--- src/rtl/display_arbiter.sv ---
// Round-robin arbiter that shares the eight-digit seven-segment display with a minimum dwell per grant.
// Optional leading-zero blanking of digit_en is enabled by defining DISP_BLANK_EN.
module display_arbiter #(
    parameter int NREQ        = 4,
    parameter int HOLD_CYCLES = 50000000,
    parameter int CW          = 32
) (
    input  logic                 clock,
    input  logic                 reset_n,
    input  logic [NREQ-1:0]      req,
    input  logic [NREQ*32-1:0]   val_in,
    input  logic                 freeze,
    output logic [NREQ-1:0]      ack,
    output logic [31:0]          disp_val,
    output logic [2:0]           disp_src,
    output logic                 busy,
    output logic [7:0]           digit_en
);

    typedef enum logic [0:0] {IDLE = 1'b0, HOLD = 1'b1} state_t;

    localparam logic [CW-1:0] CNT_MAX   = CW'(HOLD_CYCLES - 1);
    localparam logic [CW-1:0] CNT_ONE   = CW'(1);
    localparam logic [2:0]    LAST_INIT = 3'(NREQ - 1);

    state_t          state_q, state_d;
    logic [CW-1:0]   cnt_q, cnt_d;
    logic [2:0]      last_q, last_d;
    logic [NREQ-1:0] ack_q, ack_d;
    logic [31:0]     val_q, val_d;
    logic [2:0]      src_q, src_d;
    logic            busy_q, busy_d;
    logic [7:0]      den_q, den_d;

    logic [7:0]      req8_s;
    logic            any_s;
    logic [2:0]      win_s;
    logic            expire_s;
    logic            load_s;
    logic [2:0]      sel_s;

`ifdef DISP_BLANK_EN
    // Enable every digit up to the most-significant nonzero nibble; digit 0 always shows.
    function automatic logic [7:0] blank_mask(input logic [31:0] v);
        logic [7:0] m;
        int         msn;
        msn = 0;
        for (int k = 0; k < 8; k++) begin
            if (v[4*k +: 4] != 4'h0) msn = k;
        end
        for (int k = 0; k < 8; k++) begin
            m[k] = (k <= msn);
        end
        return m;
    endfunction
`endif

    // Zero-extend the request vector so a 3-bit owner index can address it safely.
    always_comb begin
        req8_s = 8'h00;
        for (int i = 0; i < NREQ; i++) begin
            req8_s[i] = req[i];
        end
    end

    // Round-robin pick: first requester scanning upward from last_grant+1, wrapping.
    always_comb begin
        any_s = 1'b0;
        win_s = 3'd0;
        for (int i = 1; i <= NREQ; i++) begin
            if (!any_s && req8_s[3'((int'(last_q) + i) % NREQ)]) begin
                any_s = 1'b1;
                win_s = 3'((int'(last_q) + i) % NREQ);
            end else begin
                any_s = any_s;
            end
        end
    end

    assign expire_s = (cnt_q == CNT_MAX) && !freeze;

    // Next-state and registered-output logic for the IDLE/HOLD machine.
    always_comb begin
        state_d = state_q;
        cnt_d   = cnt_q;
        last_d  = last_q;
        ack_d   = '0;
        val_d   = val_q;
        src_d   = src_q;
        busy_d  = busy_q;
        load_s  = 1'b0;
        sel_s   = src_q;

        case (state_q)
            IDLE: begin
                if (any_s) begin
                    load_s = 1'b1;
                    sel_s  = win_s;
                end else begin
                    state_d = IDLE;
                end
            end
            HOLD: begin
                if (expire_s) begin
                    if (any_s) begin
                        load_s = 1'b1;
                        sel_s  = win_s;
                    end else begin
                        state_d = IDLE;
                        busy_d  = 1'b0;
                        cnt_d   = '0;
                    end
                end else begin
                    // Refresh does not restart the dwell, so a live owner cannot starve others.
                    cnt_d = (cnt_q == CNT_MAX) ? cnt_q : cnt_q + CNT_ONE;
                    if (req8_s[src_q]) begin
                        load_s = 1'b1;
                        sel_s  = src_q;
                    end else begin
                        load_s = 1'b0;
                    end
                end
            end
            default: begin
                state_d = IDLE;
                busy_d  = 1'b0;
                cnt_d   = '0;
            end
        endcase

        if (load_s && (sel_s != src_q || state_q == IDLE || expire_s)) begin
            state_d = HOLD;
            cnt_d   = '0;
            last_d  = sel_s;
            src_d   = sel_s;
            busy_d  = 1'b1;
        end else begin
            last_d = last_d;
        end

        for (int i = 0; i < NREQ; i++) begin
            if (load_s && (3'(i) == sel_s)) begin
                ack_d[i] = 1'b1;
                val_d    = val_in[32*i +: 32];
            end else begin
                ack_d[i] = 1'b0;
            end
        end

`ifdef DISP_BLANK_EN
        if (load_s) begin
            den_d = blank_mask(val_d);
        end else begin
            den_d = den_q;
        end
`else
        den_d = 8'hFF;
`endif
    end

    // State and output registers, asynchronously cleared.
    always_ff @(posedge clock or negedge reset_n) begin
        if (!reset_n) begin
            state_q <= IDLE;
            cnt_q   <= '0;
            last_q  <= LAST_INIT;
            ack_q   <= '0;
            val_q   <= 32'h0000_0000;
            src_q   <= 3'd0;
            busy_q  <= 1'b0;
            den_q   <= 8'hFF;
        end else begin
            state_q <= state_d;
            cnt_q   <= cnt_d;
            last_q  <= last_d;
            ack_q   <= ack_d;
            val_q   <= val_d;
            src_q   <= src_d;
            busy_q  <= busy_d;
            den_q   <= den_d;
        end
    end

    assign ack      = ack_q;
    assign disp_val = val_q;
    assign disp_src = src_q;
    assign busy     = busy_q;
    assign digit_en = den_q;

endmodule

--- config.mk ---
export PLATFORM = sky130hd
export DESIGN_NAME = display_arbiter
export DESIGN_NICKNAME = d
export VERILOG_FILES = /design/src/rtl/display_arbiter.sv
export SDC_FILE = /design/constraint.sdc
export NUM_CORES = 1
export LEC_CHECK = 0
export BUFFER_PORTS_ARGS = -buffer_cell sky130_fd_sc_hd__buf_4
export CORE_UTILIZATION = 49
export DETAILED_ROUTE_END_ITERATION = 7
export PLACE_DENSITY = 0.83
export SLEW_MARGIN = 40
export SYNTH_ARGS = -nofsm -noshare
export SYNTH_HDL_FRONTEND = slang
export SYNTH_SLANG_ARGS = --single-unit
--- constraint.sdc ---
create_clock -name clock -period 6.75 [get_ports clock]
set_input_delay 0.675 -clock clock [delete_from_list [all_inputs] [get_ports clock]]
set_output_delay 0.675 -clock clock [all_outputs]
set_load 0.05 [all_outputs]
; ---- After elaboration in Yosys (flattened, before gate mapping)
; Index checks and enable logic that the tools add are counted.
[op_classes]
n_addsub = 5
n_mul = 0
div = 0
order_cmp = 5
eq_ne = 8
n_shift = 0
n_mux = 49
n_bitwise = 5
n_reduce_logical = 25
[op_table]
columns = op, count
row1 = $mux 32, 9
row2 = $add 32x1->32 const B, 1
row3 = $eq 32x26->1 const B, 1
row4 = $mux 1, 26
row5 = $lt 3x5->1 const B, 4
row6 = $mux 3, 6
row7 = $bmux 1 s3, 5
row8 = $logic_and 1x1->1, 9
row9 = $reduce_or 2->1, 4
row10 = $eq 2x3->1 const A, 2
row11 = $ne 3x2->1 const B, 2
row12 = $pmux 3 s2, 1
row13 = $reduce_and 3->1, 2
row14 = $add 2x1->2 const B, 2
row15 = $add 2x2->2 const B, 2
row16 = $and 1x1->1 const A, 4
row17 = $logic_not 1->1, 4
row18 = $lt 3x4->1 const B, 1
row19 = $pmux 1 s2, 2
row20 = $reduce_bool 2->1, 2
row21 = $reduce_bool 4->1, 1
row22 = $eq 1x3->1 const A, 1
row23 = $logic_not 3->1, 1
row24 = $ne 3x3->1, 1
row25 = other kinds (3), 4
[totals]
regBits = 75
latchBits = 0
ram_bits = 0
romBits = 0
input_bits = 135
out_inout_bits = 48
wordCells = 104
n_memories = 0

; ---- Longest topological paths before layout
; Gate-level depths: netlist of run 1.
[depth]
ltp_word = 25
depth_mapped = 9
ltp_nobuf = 7

; ---- Worst setup path after synthesis of run 1
; Ideal clock, no wire load.
[synth_timing]
path_type = register to register
from = register cnt_q[0]
to = register val_q[24], in the netlist disp_val[24]
setup_ns = 0.132
arrival_time_ns = 2.595
required_ns = 6.618
path_slack_ns = 4.023
path_stages_with_launch = 10
path_buffers = 2
synth_period_minus_slack_ns = 2.727
path_cell_list = dfrtp_1 -> ha_1 -> nand2_1 -> or4_4 -> o41a_1 -> or4_1 -> buf_2 -> buf_6 -> a21oi_1 -> o41ai_2
[synth_via]
elab_chain_len = 9
elab_cells_between_ends = 18
classes_between = 4 x eq/ne / 7 x mux / 7 x reduce/logical
[synth_lines]
columns = element, line_no
row1 = start: declaration, 27  ; logic [CW-1:0] cnt_q, cnt_d;
row2 = start signal: assignment, 174  ; cnt_q <= cnt_d;
row3 = $eq 32x26->1 *, 80  ; assign expire_s = (cnt_q == CNT_MAX) && !freeze;
row4 = $logic_and 1x1->1 *, 80
row5 = $mux 3, 104  ; if (expire_s) begin
row6 = $pmux 3 s2, 94  ; case (state_q)
row7 = $eq 1x3->1, 142  ; if (load_s && (3'(i) == sel_s)) begin
row8 = $logic_and 1x1->1, 142
row9 = $mux 32 (3 in a row), 142
row10 = end signal: assignment, 177  ; val_q <= val_d;
row11 = end: declaration, 30  ; logic [31:0] val_q, val_d;
; Every way passes the cells marked *; elsewhere a longest branch is shown, timed or not.
; A chain may end at the register's enable or synchronous reset.

; ---- Worst setup path after layout of run 1
[layout_timing]
from = register cnt_q[0]
to = register val_q[30], in the netlist disp_val[30]
; Same word-level chain as after synthesis.

==> results_dict.tcl, run 1 <==
set metrics [dict create \
    pre_cts_ws_ns 3.248 \
    routabilityCongestion 0.8988 \
    power_frac_seq_pct 37.6 \
    layout.area.seq_mm2 0.001879 \
    fmax_ghz 0.2818 \
    finalHoldWorstSlack_ns 0.3451 \
    port_buffers 174 \
    fillerInstances 767 \
    cts_tree "yes" \
    layout.cells.most_common_list "sky130_fd_sc_hd__buf_4 (179), sky130_fd_sc_hd__a21oi_1 (103), sky130_fd_sc_hd__nor2_1 (73), sky130_fd_sc_hd__dfrtp_1 (73), sky130_fd_sc_hd__nand2_1 (52)" \
    share_of_layout_cells_above_drive_strength_1_pct 30.55 \
    first_global_vias 5083 \
    maximum_number_of_pins_on_one_net_before_global_route_repair 76 \
    combPwrFrac_pct 42.9 \
    ctsResizeCount 0 \
    totalWireLength_um 16170 \
    cts.reportedPaths.clkPinSlew_ns 0.08 \
    syn_avg_cell_area_um2 8.269 \
    cp_max_fo 42 \
    antenna_cells_inserted 0 \
    vias_per_cell 6.274 \
    rsz_0062_raised_after_global_routing "false" \
    power_per_cell_area_mw_per_mm2 251.5 \
    hpwl_um 10900 \
    rows 35 \
    critical_path_required_ns 6.97 \
    power_after_layout_uw 1593 \
    yosys_warnings 0 \
    multi_input_gate_area_mm2 0.002743 \
    seq_area_frac_synth_pct 38.85 \
    status "finished clean" \
    clock_sinks 75 \
    slew_headroom_pct 45.29 \
    initial_core_util_pct 51.38 \
    cts_root_buffer "sky130_fd_sc_hd__clkbuf_8" \
    finalInstanceArea_mm2 0.006336 \
    slew_violations 0 \
    post_synth_num_cell_types 43 \
    global_route.usage.met2_pct 49.66 \
    final_common_cell "sky130_fd_sc_hd__buf_4" \
    cts_hold_buffers 0 \
    layout.nets 863 \
    area.growth.synth_to_final_pct 30.99 \
    critPathArrivalTime_ns 3.77 \
    timing.critical_path.from_type "flip-flop" \
    instance_count_of_the_mapped_netlist 585 \
    global_route.usage.met1_pct 40.52 \
    fp.dieW_um 101.4 \
    timing.setup.critical_path_class "flip-flop to flip-flop" \
    cts_setup_buffers 0 \
    route.vias.total 5389 \
    timing.rr.end "disp_val[30]$_DFFE_PN0P_" \
    boundary_pin_count 183 \
    mappedNetlistArea_mm2 0.004837 \
    setup_ws_ns 3.201 \
    drc 0 \
    netSwitchingFraction_pct 41.98 \
    hold_path.class "primary input to async pin" \
    cts_made_buffers 9 \
    drtAntennaViolNets 0 \
    timing.clock.skew_ns 0.01222 \
    global_route_total_overflow 0 \
    dieHeight_um 101.4 \
    power.static_leakage_uw 0.002778 \
    final.setup.tns_ns 0 \
    setup_viol 0 \
    drt_iter0_markers 346 \
    clkLatencyLatePin_ns 0.35 \
    detailed_place.area_mm2 0.006162 \
    h-tree-depth 3 \
    worst_r2r_path_depth 8 \
    worst_slew_pin_slew_ns 0.8196 \
    period_share_pct 52.58 \
    fin_crit_period_ns 3.549 \
    power.clock.fraction_pct 19.5 \
    detailedRoute.firstPassIterationCount 5 \
    peakVddDrop_mv 0.1381 \
    die-area_mm2 0.01027 \
    antenna_found_initial 0 \
    total_switching_power_uw 669.0 \
    global_route.usage.met3_pct 6.211 \
    wire_per_inst_um 18.82 \
    track_usage_pct 31.58 \
    global_route_wire_length_before_repair_um 25250 \
    yosys_register_bits 75 \
    internal_power_uw 924.4 \
    worst_r2r_startpoint "cnt_q[0]$_DFFE_PN0P_" \
    ff2ff_setup_slack_ns 3.20 \
    core_region_area_mm2 0.009415 \
    timing.final.hold_violations 0 \
    cts_buffer_depth 2 \
    grt_busiest_layer "met2" \
    worst_setup_path_end_kind "flip-flop" \
    maxCapViolCount 0 \
]
[worst max-delay path by stage]
| stage | start | endpoint | slack (ns) | cells past startpoint |
|---|---|---|---|---|
| after global routing | cnt_q[0]$_DFFE_PN0P_ | disp_val[31]$_DFFE_PN0P_ | 3.04 | 7 |
| final | cnt_q[0]$_DFFE_PN0P_ | disp_val[30]$_DFFE_PN0P_ | 3.20 | 8 |
| after detailed placement | cnt_q[0]$_DFFE_PN0P_ | disp_val[30]$_DFFE_PN0P_ | 3.25 | 8 |
| after CTS | cnt_q[0]$_DFFE_PN0P_ | disp_val[30]$_DFFE_PN0P_ | 3.22 | 8 |
| after floorplan | cnt_q[0]$_DFFE_PN0P_ | disp_val[24]$_DFFE_PN0P_ | 4.02 | 9 |
| after global placement | cnt_q[0]$_DFFE_PN0P_ | disp_val[27]$_DFFE_PN0P_ | 2.82 | 8 |
[sequential cells by signal, summed over array words and instances (netlist names)]
register	flops
cnt_q	32
disp_val	32
ack	4
disp_src	3
last_q	2
busy	1
state_q	1
[layer usage]
metal	up-vias	wire length [um]
met4	0	732
met1	2531	6231
met5	-	0
li1	2437	-
met3	65	1356
met2	356	7849
[cells in the mapped netlist (all sizes together)]
library cell,instances,area (um2)
a21oi,103,515.5
dfrtp,73,1827
nor2,73,274.0
nand2,55,206.5
o21ai,42,214.0
o41ai,33,341.6
o311ai,32,280.3
clkbuf,30,112.6
buf,27,172.7
xor2,17,148.9
nand3,13,65.06
nor4,11,68.82
xnor2,11,96.34
nand4,10,62.56
and3,5,31.28
nor2b,5,31.28
nor3,5,25.02
inv,4,15.01
mux2,4,45.04
mux2i,4,40.04
and2,3,18.77
nand2b,3,18.77
nor3b,3,22.52
or3,3,18.77
or4,3,26.27
dfstp,2,52.55
nor4b,2,17.52
a21o,1,7.510
conb,1,3.750
ha,1,12.51
mux4,1,22.52
nand3b,1,7.510
nor4bb,1,10.01
o21a,1,7.510
o22ai,1,6.260
o41a,1,11.26
[kinds of logic (layout without fill, tap and decap cells)]
kind of cell | Yosys count | count (layout) | share of synthesized area (%)
DFF | 75 | 75 | 38.85
and+or+nand+nor | 196 | 196 | 18.70
xor gates and xnor gates | 28 | 28 | 5.070
adders and majority gates | 1 | 1 | 0.2586
buffers and inverters | 61 | 199 | 6.208
other | 1 | 8 | 0.07753
muxes | 9 | 9 | 2.224
AOI/OAI and AO/OA | 214 | 214 | 28.61
[critical path, cell delays in order (launching register included)]
cell and delay (ns):
sky130_fd_sc_hd__dfrtp_1 0.43, sky130_fd_sc_hd__ha_1 0.20, sky130_fd_sc_hd__nand2_1 0.11, sky130_fd_sc_hd__or4_4 0.59, sky130_fd_sc_hd__o41a_1 0.32, sky130_fd_sc_hd__buf_4 0.27
sky130_fd_sc_hd__or4_2 1.08, sky130_fd_sc_hd__a21oi_1 0.32, sky130_fd_sc_hd__o41ai_2 0.08
[power by group through the flow]
| stage | Sequential [uW] | Clock (uW) | Combinational, uW |
|---|---|---|---|
| final | 599 | 311 | 683 |
| after global routing | 608 | 336 | 725 |
| after CTS | 597 | 316 | 682 |
| after detailed placement | 603 | 0 | 680 |
| after global placement | 601 | 0 | 661 |
| after floorplan | 801 | 0 | 237 |
[layout make-up]
type	count	share of cell area (%)
clock buffer	12	2.449
clock inverter	2	0.1975
sequential	75	29.66
inverter	4	0.2370
tap	129	2.547
timing repair buffer	181	21.62
multi-input combinational	456	43.29
[through the flow]
step	utilization, %	cells
after floorplan	-	592
after global placement	64.88	844
after detailed placement	65.45	845
after CTS	67.23	859
after global routing	67.30	859
final	67.30	859
Power figures use the tool's default switching activity.
==> run 2, diff against run 1 <==
--- a/config.mk
+++ b/config.mk
@@ -5,10 +5,11 @@
 export SDC_FILE = /design/constraint.sdc
 export NUM_CORES = 1
 export LEC_CHECK = 0
+export ABC_AREA = 1
 export BUFFER_PORTS_ARGS = -buffer_cell sky130_fd_sc_hd__buf_4
-export CORE_UTILIZATION = 49
+export CORE_UTILIZATION = 47
 export DETAILED_ROUTE_END_ITERATION = 7
-export PLACE_DENSITY = 0.83
+export PLACE_DENSITY = 0.81
 export SLEW_MARGIN = 40
 export SYNTH_ARGS = -nofsm -noshare
 export SYNTH_HDL_FRONTEND = slang
==> constraint.sdc (replaced) <==
create_clock -name clock -period 3.2 [get_ports clock]
set_input_delay 0.32 -clock clock [delete_from_list [all_inputs] [get_ports clock]]
set_output_delay 0.32 -clock clock [all_outputs]
set_load 0.05 [all_outputs]
==> run 2 against run 1 <==
  * The flow now finishes with violations (design-rule violations)
  * Global-route usage decreased by 3.2 points
  * Clock power rose to 3.6 times the previous value
  * Sequential share of layout area is 4.1 points lower
  * Final cell count increased by 39%
  * Total power increased by 71%
  * Cell area up 16%
  * Hold slack got worse by 0.34 ns
  * Sequential cell count unchanged
  * Register-to-register slack got worse by 2.7 ns
  * Area after synthesis up 18%
  * Largest cell class unchanged
  * Highest routed layer unchanged
==> results_dict.tcl, run 2 <==
set metrics [dict create \
    final.setup.tns_ns 0 \
    synth.cells.most_frequent "sky130_fd_sc_hd__nand2_1 (301), sky130_fd_sc_hd__inv_1 (135), sky130_fd_sc_hd__dfrtp_1 (73), sky130_fd_sc_hd__nor2_1 (55), sky130_fd_sc_hd__nand3_1 (46)" \
    total_switching_power_uw 814.8 \
    instance_count_of_the_mapped_netlist 896 \
    first_global_vias 5942 \
    cts_setup_buffers 0 \
    h-tree-depth 3 \
    period_share_pct 84.84 \
    cts_buffer_depth 2 \
    drtAntennaViolNets 0 \
    worst_r2r_startpoint "cnt_q[0]$_DFFE_PN0P_" \
    post-place-cells 1177 \
    clkLatencyLatePin_ns 0.34 \
    area.growth.synth_to_final_pct 28.70 \
    wire_per_inst_um 14.48 \
    ctsResizeCount 0 \
    worst_slew_pin_slew_ns 0.7109 \
    detailedRoute.firstPassIterationCount 7 \
    yosys_register_bits 75 \
    worst_setup_path_end_kind "flip-flop" \
    track_usage_pct 28.41 \
    yosys_warnings 0 \
    cts.reportedPaths.clkPinSlew_ns 0.06 \
    netSwitchingFraction_pct 29.97 \
    largest_family_of_logic_cells_by_synthesized_area "simple AND/OR/NAND/NOR gates" \
    combPwrFrac_pct 21.2 \
    hpwl_um 12610 \
    share_of_layout_cells_above_drive_strength_1_pct 21.81 \
    power_per_cell_area_mw_per_mm2 369.3 \
    port_buffers 174 \
    timing.setup.critical_path_class "flip-flop to flip-flop" \
    fin_crit_period_ns 2.715 \
    rows 39 \
    multi_input_gate_area_mm2 0.003018 \
    critical_path.startpoint "cnt_q[0]$_DFFE_PN0P_" \
    cts_made_buffers 9 \
    critical-path-slowest-cell "sky130_fd_sc_hd__dfrtp_1" \
    critPathArrivalTime_ns 2.95 \
    cts_hold_buffers 0 \
    core_region_area_mm2 0.01166 \
    setup_viol 0 \
    slew_violations 0 \
    post_synth_num_cell_types 30 \
    setup_ws_ns 0.4851 \
    drt_iter0_markers 559 \
    syn_avg_cell_area_um2 6.384 \
    routabilityCongestion 0.9547 \
    global_route_total_overflow 0 \
    cp_max_fo 18 \
    cts_root_buffer "sky130_fd_sc_hd__clkbuf_16" \
    internal_power_uw 1904 \
    totalWireLength_um 17290 \
    synthesized_area_fraction_occupied_by_adder_cells_pct 0.2187 \
    fmax_ghz 0.3683 \
    vias_per_cell 5.235 \
    top_area_cell_type_share_of_the_netlist_area_pct 31.93 \
    seq_area_frac_synth_pct 32.85 \
    maximum_number_of_pins_on_one_net_before_global_route_repair 76 \
    antenna_found_initial 1 \
    timing.critical_path.cells "ha_1 > nand2_1 > nor2_4 > nand2_2 > nor2_1 > nand4_1 > nand2_2 > nand2_4 > nand2_2 > inv_2 > nor2_1 > nand2_2 > buf_12 > nand3_1 > nand2_1 > nand2_1 > nand2_1" \
    power.clock.fraction_pct 41.3 \
    cts_tree "yes" \
    layout.cells.most_common_list "sky130_fd_sc_hd__nand2_1 (301), sky130_fd_sc_hd__buf_4 (186), sky130_fd_sc_hd__inv_1 (135), sky130_fd_sc_hd__dfrtp_1 (73), sky130_fd_sc_hd__nor2_1 (55)" \
    synth_enable_flop_cells 0 \
    slew_headroom_pct 52.61 \
    most_common_flop_cell_mapped_by_yosys "sky130_fd_sc_hd__dfrtp_1" \
    die-area_mm2 0.01262 \
    initial_core_util_pct 49.05 \
    synthDominantAreaCellType "sky130_fd_sc_hd__dfrtp_1" \
    timing.critical_path.from_type "flip-flop" \
    dieHeight_um 112.3 \
    power.static_leakage_uw 0.003916 \
    synth_xor_xnor_area_share_pct 4.134 \
    rsz_0062_raised_after_global_routing "false" \
    yosys.area_share.simple_pct 37.07 \
    finish.utilization_pct 63.13 \
    maxCapViolCount 0 \
    peakVddDrop_mv 0.2730 \
    clock_sinks 75 \
    layout.nets 1181 \
    drc 1 \
    boundary_pin_count 183 \
    power_after_layout_uw 2719 \
    ys_async_sr_fraction_pct 100.0 \
    route.vias.total 6251 \
    yosys-mux-area-fraction_pct 0 \
    pre_cts_ws_ns 0.5042 \
    timing.clock.skew_ns 0.007784 \
    fp.dieW_um 112.3 \
    global_route_wire_length_before_repair_um 28630 \
    mappedNetlistArea_mm2 0.005720 \
    synthMostInstantiatedCell "sky130_fd_sc_hd__nand2_1" \
    synth_area_leaders "sky130_fd_sc_hd__dfrtp_1 (32%), sky130_fd_sc_hd__nand2_1 (20%), sky130_fd_sc_hd__inv_1 (8.9%)" \
    synth_compound_gate_area_share_pct 10.80 \
    crit_path_max_incr_delay_ns 0.37 \
    fillerInstances 1066 \
    layout.area.seq_mm2 0.001879 \
    final_common_cell "sky130_fd_sc_hd__nand2_1" \
    critical_path_required_ns 3.43 \
    timing.final.hold_violations 0 \
    power_frac_seq_pct 37.5 \
    status "finished, violations left" \
    hold_path.class "primary input to async pin" \
    final-instance-count-excl-fill 1194 \
    failed_checks "design-rule violations" \
]
[run 2: changes by cell type after synthesis, moves of 20 or more]
cell | before | now
sky130_fd_sc_hd__nand2_1 | 55 | 301
sky130_fd_sc_hd__inv_1 | 4 | 135
sky130_fd_sc_hd__a21oi_1 | 103 | 34
sky130_fd_sc_hd__nand3_1 | 13 | 46
sky130_fd_sc_hd__o211ai_1 | 0 | 33
sky130_fd_sc_hd__nand4_1 | 10 | 42
sky130_fd_sc_hd__o311ai_0 | 32 | 0
sky130_fd_sc_hd__o41ai_1 | 26 | 0
sky130_fd_sc_hd__nor3_1 | 5 | 25
[run 2: path summary, 6_finish.rpt]
path | to | slack [ns] | depth (start not counted)
max in group asynchronous | cnt_q[2]$_DFFE_PN0P_ | 2.71 | 1
worst min register to register | disp_val[19]$_DFFE_PN0P_ | 0.48 | 2
min in group clock | disp_val[4]$_DFFE_PN0P_ | 0.31 | 5
worst max register to register | disp_val[16]$_DFFE_PN0P_ | 0.49 | 17
worst max-delay path | disp_val[16]$_DFFE_PN0P_ | 0.49 | 17
worst min-delay path | cnt_q[22]$_DFFE_PN0P_ | 0.007 | 1
[run 2: area by class of cell]
cell class                 count  share of cell area (%)
antenna                        1                 0.03399
tap                          143                   2.430
inverter                     141                   7.189
multi-input combinational    630                   40.99
timing repair buffer         188                   19.39
clock buffer                   9                   3.059
clock inverter                 7                   1.377
sequential                    75                   25.53
[run 2: layer usage]
| metal | share of wire, % | vias up | GRT usage, % |
|---|---|---|---|
| li1 | - | 3121 | - |
| met1 | 41 | 2830 | 35.52 |
| met2 | 48 | 268 | 47.41 |
| met3 | 8.1 | 32 | 6.965 |
| met4 | 2.7 | 0 | 11.02 |
| met5 | 0 | - | 0 |
[run 2: per-stage QoR]
step | cell area [um2] | hold WS (ns)
after floorplan | 5747 | 0.02441
after global placement | 7029 | 0.4659
after detailed placement | 7033 | 0.4001
after CTS | 7360 | 0.03566
after global routing | 7362 | 0.06149
final | 7362 | 0.006886
[run 2: logic make-up (layout without fill, tap and decap cells)]
| logic type | Yosys count | in the layout |
|---|---|---|
| AOI/OAI and AO/OA | 103 | 103 |
| xor gates and xnor gates | 27 | 27 |
| adders and majority gates | 1 | 1 |
| buffers and inverters | 198 | 345 |
| DFF | 75 | 75 |
| other | 1 | 9 |
| and+or+nand+nor | 491 | 491 |
[run 2: power groups by stage]
| stage | Sequential (uW) | Clock (uW) | Combinational, uW |
|---|---|---|---|
| finish | 1020 | 1120 | 577 |
| global route | 1020 | 1180 | 624 |
| CTS | 1020 | 1140 | 580 |
| detailed placement | 1030 | 0 | 581 |
| global placement | 1030 | 0 | 576 |
| floorplan | 1180 | 0 | 179 |
[run 2: critical path: cells and delay by family, from the launching register on]
| family | cells | cell delay (ns) |
|---|---|---|
| DFF | 1 | 0.37 |
| adders and majority gates | 1 | 0.18 |
| and+or+nand+nor | 14 | 1.74 |
| buffers and inverters | 2 | 0.30 |
